--- src/rtl/flag_unit.sv ---
// flag_unit: six registered status flags {ac,pf,sf,zf,ov,cy} with a LIFO save/restore stack.
module flag_unit #(
   parameter int WIDTH = 8,
   parameter int DEPTH = 4,
   localparam int CW = $clog2(DEPTH + 1)
) (
   input  logic             clk,
   input  logic             rst,
   input  logic             ce_arith,
   input  logic             cy_new,
   input  logic             ov_new,
   input  logic             ac_new,
   input  logic             ce_res,
   input  logic [WIDTH-1:0] res,
   input  logic             ld,
   input  logic [5:0]       ld_data,
   input  logic             push,
   input  logic             pop,
   input  logic             err_clr,
   output logic             cy,
   output logic             ov,
   output logic             ac,
   output logic             zf,
   output logic             sf,
   output logic             pf,
   output logic [5:0]       flags,
   output logic [CW-1:0]    count,
   output logic             empty,
   output logic             full,
   output logic             stk_err
);
   localparam int AW = (DEPTH > 1) ? $clog2(DEPTH) : 1;
   localparam logic [5:0] F_RST = 6'h14;

   logic [5:0]    f_q, f_d, f_u;
   logic [CW-1:0] cnt_q, cnt_d;
   logic          err_q, err_d;
   logic [5:0]    stk_q [DEPTH];
   logic          push_ok, pop_ok, ovf, unf;
   logic [AW-1:0] wr_idx, rd_idx;

   assign empty   = (cnt_q == '0);
   assign full    = (cnt_q == CW'(DEPTH));
   // Simultaneous push and pop cancel out entirely.
   assign push_ok = push & ~pop & ~full;
   assign pop_ok  = pop & ~push & ~empty;
   assign ovf     = push & ~pop & full;
   assign unf     = pop & ~push & empty;
   assign wr_idx  = AW'(cnt_q);
   assign rd_idx  = AW'(cnt_q - CW'(1));

   always_comb begin
      f_u = f_q;
      if (ce_arith) {f_u[5], f_u[1], f_u[0]} = {ac_new, ov_new, cy_new};
      if (ce_res) f_u[4:2] = {~^res, res[WIDTH-1], ~|res};
      f_d   = pop_ok ? stk_q[rd_idx] : ld ? ld_data : f_u;
      cnt_d = cnt_q + CW'(push_ok) - CW'(pop_ok);
      err_d = (ovf | unf) ? 1'b1 : err_clr ? 1'b0 : err_q;
   end

   always_ff @(posedge clk or posedge rst) begin
      if (rst) begin
         f_q   <= F_RST;
         cnt_q <= '0;
         err_q <= 1'b0;
      end else begin
         f_q   <= f_d;
         cnt_q <= cnt_d;
         err_q <= err_d;
      end
   end

   // Stack storage is not reset; entries at or above count are never read.
   always_ff @(posedge clk) begin
      if (push_ok) stk_q[wr_idx] <= f_q;
   end

   assign flags   = f_q;
   assign {ac, pf, sf, zf, ov, cy} = f_q;
   assign count   = cnt_q;
   assign stk_err = err_q;
endmodule

--- config.mk ---
export PLATFORM = sky130hd
export DESIGN_NAME = flag_unit
export DESIGN_NICKNAME = d
export VERILOG_FILES = /design/src/rtl/flag_unit.sv
export SDC_FILE = /design/constraint.sdc
export NUM_CORES = 1
export LEC_CHECK = 0
export ABC_AREA = 1
export CORE_MARGIN = 2
export CORE_UTILIZATION = 45
export DETAILED_ROUTE_END_ITERATION = 10
export PLACE_DENSITY = 0.76
export SLEW_MARGIN = 5
export SYNTH_ARGS = -nofsm -noshare
export SYNTH_HDL_FRONTEND = slang
export SYNTH_SLANG_ARGS = --single-unit
--- constraint.sdc ---
create_clock -name clk -period 2.46 [get_ports clk]
set_clock_uncertainty 0.15 [all_clocks]
set_input_delay 0.369 -clock clk [delete_from_list [all_inputs] [get_ports clk]]
set_output_delay 0.369 -clock clk [all_outputs]
set_load 0.01 [all_outputs]
# Yosys cells after proc, flatten, opt, wreduce, memory -nomap -nowiden
# Memories as Yosys holds them, arrays and structs flattened.
# Cells that the tools add are included.
[op_classes] n_addsub=3 eq_ne=1 mux=9 n_bitwise=11 reduce_logical=7
[op_table] cell="$mux W6" count=2
[op_table] cell="$reduce_or A8 Y1" count=1
[op_table] cell="$reduce_xnor A8 Y1" count=1
[op_table] cell="$and A1 B1 Y1" count=6
[op_table] cell="$reduce_bool A3 Y1" count=2
[op_table] cell="$mux W1" count=5
[op_table] cell="$not A1 Y1" count=4
[op_table] cell="$add A3 B1 Y3" count=1
[op_table] cell="$eq A3 B3 Y1 const B" count=1
[op_table] cell="$logic_not A3 Y1" count=1
[op_table] cell="$mux W3" count=1
[op_table] cell="$sub A3 B1 Y3" count=1
[op_table] cell="$mux W2" count=1
[op_table] cell="$reduce_bool A2 Y1" count=1
[op_table] cell="$sub A2 B1 Y2 const B" count=1
[op_table] cell="$logic_not A1 Y1" count=1
[op_table] cell="$or A1 B1 Y1" count=1
[totals] reg_bits=10 ram_bits=24 in_bits=25 out_inout_bits=18 word_cells=36 mem_count=1
[mem_list] memory="stk_q" words=4 word_bits=6 rd=1 rd_ports_with_merged_regs=0 write_ports=1 line="38" source="logic [5:0] stk_q [DEPTH];"

# Longest topological paths before layout
# Gate-level depths: netlist (run 1).
[depth] ltp_word=5 ltp_mapped=13 ltp_nobuf=12

# Worst setup path before layout (run 1)
# No wires, ideal clock.
[synth_path] kind="register to register" from="register cnt_q[0] (netlist: count[0])" to="register cnt_q[2] (netlist: count[2])" setup_ns=0.129 t_arrival_ns=2.175 required_time_ns=2.181 slack_ns=0.007 path_stages_with_launch=14 path_buffers=1 period_less_slack_ns=2.453 path_cell_list="dfrtp_1 -> inv_2 -> buf_6 -> ha_1 -> inv_1 -> nor2_4 -> nor2_8 -> inv_6 -> nand2_1 -> ha_1 -> inv_1 -> fa_1 -> xnor2_1 -> xor2_1"
[synth_between] word_cells_on_any_way=8 classes_between="2 x add/sub; 1 x eq/ne; 4 x bitwise; 1 x reduce/logical"
[synth_rtl] element="from (decl)" line="36" source="logic [CW-1:0] cnt_q, cnt_d;"
[synth_rtl] element="from (signal assigned)" line="68" source="cnt_q <= cnt_d;"
[synth_rtl] element="$logic_not A3 Y1" line="42" source="assign empty = (cnt_q == '0);"
[synth_rtl] element="named net empty" line="28" source="output logic empty,"
[synth_rtl] element="$not A1 Y1" line="46" source="assign pop_ok = pop & ~push & ~empty;"
[synth_rtl] element="$and A1 B1 Y1" line="46"
[synth_rtl] element="$sub A3 B1 Y3" line="57" source="cnt_d = cnt_q + CW'(push_ok) - CW'(pop_ok);"
[synth_rtl] element="named net cnt_d[2]" line="36"
# The timed path passes the listed nets, and every way through them passes these cells.
# A chain may end at the register's enable or synchronous reset.

# Worst setup path in the final report (run 1)
[layout_path] from="register cnt_q[1] (netlist: count[1])" to="output full"
[layout_between] elab_chain_cells=1
[layout_lines] element="$eq A3 B3 Y1" line="43" source="assign full = (cnt_q == CW'(DEPTH));"
[layout_lines] element="to (decl)" line="29" source="output logic full,"
# No other way between the ends.

==> flow_summary.toml, run 1 <==
[global_route]
grt_usage = 0.182
antenna_found_initial = 0
grt_pass1_wl_um = 5930
first_global_vias = 1299
grt_max_degree = 17
grt_overflow = 0

[min_path]
worstHoldPathType = "input pin to async pin"

[cts]
clk_path_buf_depth = 2
htreeDepth = 2
cts_tree = "done"
root_buffer = "clkbuf_8"
cts_made_buffers = 5
insertion_delay_ns = 0.29
clkSinkCount = 34
post_cts_buffers = 0
cts.clk_slew.worst_paths_ns = 0.07

[setup_path]
startpoint_type = "register"
arrival_ns = 1.70
crit_fanout = 5
path_class = "register to primary output"
required_ns = 1.94
endpoint_kind = "primary output"
reg2reg_depth = 12

[yosys]
synth_area_leaders = "edfxtp_1 (39%), dfrtp_1 (11%), nand2_1 (10%), ha_1 (6.1%), inv_1 (6.1%)"
synth_compound_area_frac = 0.0676
synth_top_cell_by_area = "edfxtp_1"
synth_simple_gate_area_frac = 0.208
ys.flop_type = "edfxtp_1"
synth_top_family_by_area = "simple AND/OR/NAND/NOR gates"
ys_top_cells_by_count = "nand2_1 (50), inv_1 (30), nor2_1 (25)"
synth_most_common_cell = "nand2_1"
synth_edf_count = 24
ys_types = 27
synth_top_area_share = 0.393
syn_avg_cell_area_sq_um = 9.30
synth_xor_area_frac = 0.00956
ys_async_sr_fraction = 0.294
synth_seq_cells = 34
synth_area_sq_um = 1830
muxShareOfSynthArea = 0
synthAdderAreaFrac = 0.0724
synthCells = 197
syn_nets = 232
ys_warn_count = 0
ys_seq_area_frac = 0.531

[outcome]
status = "finished, final reports clean"

[timing]
setup_viol = 0
slew_viol_final = 0
hold_viol = 0
fmax_mhz = 451
rsz0062_at_grt = "no"
final.setup.tns_ns = 0
finalCritPeriodShare = 0.902
tightest_slew_ns = 0.387
period_minus_slack_ns = 2.22
slew_headroom = 0.741

[pwr]
power.density_nw_per_um2 = 1020
p_leak_nw = 1.10
fin_total_pwr_mw = 2.49
ir_drop_mv = 0.469

[placement]
io_buffers = 42
place_hpwl_um = 2690
place_congestion = 0.782

[route]
post_drt_via_cell_ratio = 4.65
wl_um = 3530
ant_nets = 0
vias = 1375
wl_per_cell_um = 11.9
drcViolationCount = 0
drtIter0Drc = 57
first_pass_iters = 5

[floorplanning]
rows = 23
chipHeight_um = 67.8
initial_core_util = 0.461
die-area_sq_um = 4600
core-area_sq_um = 3970
ios = 43
die_w_um = 67.8

[flow_run]
drv_cap = 0

[layout]
finalNetCount = 280
diodes = 0
area_growth_syn_to_layout_pct = 33.5
drive_above_1_share = 0.106
==> layer usage <==
| layer | global-route usage | share of wire | routed length, um |
|---|---|---|---|
| met5 | 0 | 0 | 0 |
| met4 | 0.0675 | 0.011 | 39 |
| met3 | 0.0650 | 0.055 | 193 |
| met2 | 0.295 | 0.50 | 1780 |
| met1 | 0.224 | 0.43 | 1510 |
==> report_power, final <==
part	switching (mW)	internal [mW]
registers	0.108	0.778
logic	0.542	0.458
clock network	0.201	0.406
total	0.851	1.64
==> path summary, 6_finish.rpt <==
kind | from | endpoint | slack (ns)
setup / recovery | count[1]$_DFF_PP0_ | full | 0.24
hold / removal | rst | flags[3]$_DFFE_PP0P_ | 0.20
setup reg to reg | count[1]$_DFF_PP0_ | count[2]$_DFF_PP0_ | 0.25
hold reg to reg | flags[2]$_DFFE_PP1P_ | flags[2]$_DFFE_PP1P_ | 0.36
max in group asynchronous | rst | flags[2]$_DFFE_PP1P_ | 1.64
min in group clk | flags[2]$_DFFE_PP1P_ | flags[2]$_DFFE_PP1P_ | 0.36
==> timing repair <==
action / CTS / global route
endpoints found under the setup margin: 0 / 2
resized for setup: 0 / 2
hold buffers: 0 / 0
==> sequential cells by signal, indices dropped and copies added, names as in the netlist <==
register and flops:
flags 6, stk_err 1, count 3, stk_q 24
==> logic make-up after synthesis <==
logic type | Yosys count
buf+inv | 43
fa+ha+maj | 10
simple gates | 88
xor+xnor | 2
flops | 34
compound gates | 20
==> metrics by stage <==
step	utilization	hold WS (ns)	setup WS, ns	cells	cell area [sq um]
6_report	0.616	0.203	0.241	296	2440
5_1_grt	0.616	0.255	0.0747	296	2440
4_1_cts	0.615	0.213	0.0622	296	2440
3_5_place_dp	0.580	0.357	0.0922	288	2300
3_3_place_gp	0.580	0.355	0.134	288	2300
2_1_floorplan	-	0.0577	0.00670	197	1830
==> critical path, stage by stage (launching register included) <==
cell	delay [ns]
dfrtp_2	0.44
inv_1	0.13
ha_1	0.18
nand2_1	0.07
inv_1	0.07
clkdlybuf4s50_1	0.53
==> layout make-up <==
type,count,area (sq um)
fillers,320,1530
flip-flops and latches,34,975
clock buffers,5,68.8
well taps,50,62.6
clock inverters,3,68.8
inverters,34,133
repair buffers,50,483
multi-input cells,120,654
==> layout by cell type, fill, tap and decap left out, types with 3 or more instances in the layout <==
| master | n |
|---|---|
| nand2_1 | 50 |
| clkdlybuf4s50_1 | 41 |
| inv_1 | 30 |
| nor2_1 | 25 |
| edfxtp_1 | 24 |
| o21ai_0 | 9 |
| ha_1 | 9 |
| nand3_1 | 8 |
| buf_4 | 8 |
| dfrtp_1 | 7 |
| o211ai_1 | 5 |
| clkbuf_8 | 5 |
| o31ai_1 | 3 |
Power figures use the tool's default switching activity.
==> run 2, diff against run 1 <==
Settings changed: CORE_MARGIN 2 to not set.
==> flow_summary.toml, run 2 (synthesized netlist as in run 1, its figures left out) <==
[outcome]
status = "finished, final reports clean"

[route]
post_drt_via_cell_ratio = 4.76
first_pass_iters = 4
vias = 1403
wl_per_cell_um = 11.6
ant_nets = 0
drtIter0Drc = 35
drcViolationCount = 0
wl_um = 3430

[global_route]
grt_use_met1 = 0.228
grt.busiest_layer = "met2"
grt_use_met2 = 0.305
grt_pass1_wl_um = 5820
grt_use_met3 = 0.0431
grt_overflow = 0
antenna_found_initial = 0
grt_usage = 0.188
grt_max_degree = 17
first_global_vias = 1266

[pwr]
p_leak_nw = 1.08
power.density_nw_per_um2 = 998
ir_drop_mv = 0.363
fin_total_pwr_mw = 2.42

[timing]
final.setup.tns_ns = 0
hold_viol = 0
finalCritPeriodShare = 0.932
period_minus_slack_ns = 2.29
rsz0062_at_grt = "no"
fmax_mhz = 436
tightest_slew_ns = 0.380
slew_headroom = 0.746
slew_viol_final = 0
setup_viol = 0

[flow_run]
drv_cap = 0

[floorplanning]
die-area_sq_um = 4330
die_w_um = 65.8
core-area_sq_um = 3770
ios = 43
initial_core_util = 0.486
chipHeight_um = 65.8
rows = 22

[cts]
post_cts_buffers = 0
cts.clk_slew.worst_paths_ns = 0.06
cts_tree = "done"
postCtsResizedCells = 0
clkSinkCount = 34
postCtsHoldBufs = 0
clk_path_buf_depth = 2
insertion_delay_ns = 0.28
cts_made_buffers = 5
root_buffer = "clkbuf_8"
htreeDepth = 2

[layout]
regMostFlops = "stk_q"
final_util = 0.643
diodes = 0
fin_cells = 295
design_area_sq_um = 2420
drive_above_1_share = 0.101
finalNetCount = 281
final_cell_mix = "nand2_1 (50), clkdlybuf4s50_1 (42), inv_1 (30)"
fillers = 304
area_growth_syn_to_layout_pct = 32.4
largest_reg_flops = 24
layout_commonest_cell = "nand2_1"

[min_path]
worstHoldPathType = "input pin to async pin"

[setup_path]
r2r-end = "count[2]$_DFF_PP0_"
crit_fanout = 3
rr_startpoint = "count[1]$_DFF_PP0_"
path_class = "register to primary output"
ff2ff_setup_slack_ns = 0.30
startpoint_type = "register"
reg2reg_depth = 12
arrival_ns = 1.77
endpoint_kind = "primary output"
required_ns = 1.94

[placement]
place_inst = 287
io_buffers = 42
place_congestion = 0.788
place_area_sq_um = 2310
place_hpwl_um = 2680
-- run 2: power by group --
group          internal (mW)  switching [mW]  total, mW
Combinational          0.471           0.555       1.03
Sequential             0.777           0.102      0.879
Clock                  0.330           0.186      0.516
Total                   1.58           0.842       2.42
-- run 2: layout make-up --
| cell class | count | area (sq um) | share of cell area |
|---|---|---|---|
| flip-flops and latches | 34 | 973 | 0.401 |
| multi-input cells | 120 | 654 | 0.270 |
| repair buffers | 51 | 488 | 0.201 |
| inverters | 34 | 133 | 0.0547 |
| clock buffers | 7 | 86.3 | 0.0356 |
| well taps | 48 | 60.1 | 0.0248 |
| clock inverters | 1 | 30.0 | 0.0124 |
-- run 2: through the flow --
stage	setup slack [ns]	hold slack, ns
finish	0.168	0.220
global route	0.0756	0.255
CTS	0.143	0.215
detailed placement	0.0918	0.363
global placement	0.131	0.360
floorplan	0.00670	0.0577
-- run 2: how the worst max path moves through the flow --
stage	from	slack, ns	end	depth (start not counted)
floorplan	count[0]$_DFF_PP0_	0.007	count[2]$_DFF_PP0_	13
global placement	pop	0.13	count[2]$_DFF_PP0_	10
detailed placement	pop	0.09	count[2]$_DFF_PP0_	10
CTS	count[1]$_DFF_PP0_	0.14	empty	5
global route	count[1]$_DFF_PP0_	0.08	empty	5
finish	count[1]$_DFF_PP0_	0.17	empty	5
-- run 2: metal layers --
metal / up-vias / part of all wire
met5: - / 0
met4: 0 / 0.027
met3: 8 / 0.045
met2: 40 / 0.48
met1: 635 / 0.45
li1: 720 / -
-- run 2: worst max-delay path, stage by stage, from the launching register on --
cell and delay [ns]:
dfrtp_1 0.38, inv_1 0.12, ha_1 0.18, inv_1 0.08
nor2_4 0.16, clkdlybuf4s50_1 0.57
==> run 3, diff against run 2 <==
Settings changed: SKIP_CTS_REPAIR_TIMING set to 1.
==> results of run 3 <==
The final DEF is identical to that of run 2; final timing and power are the same.
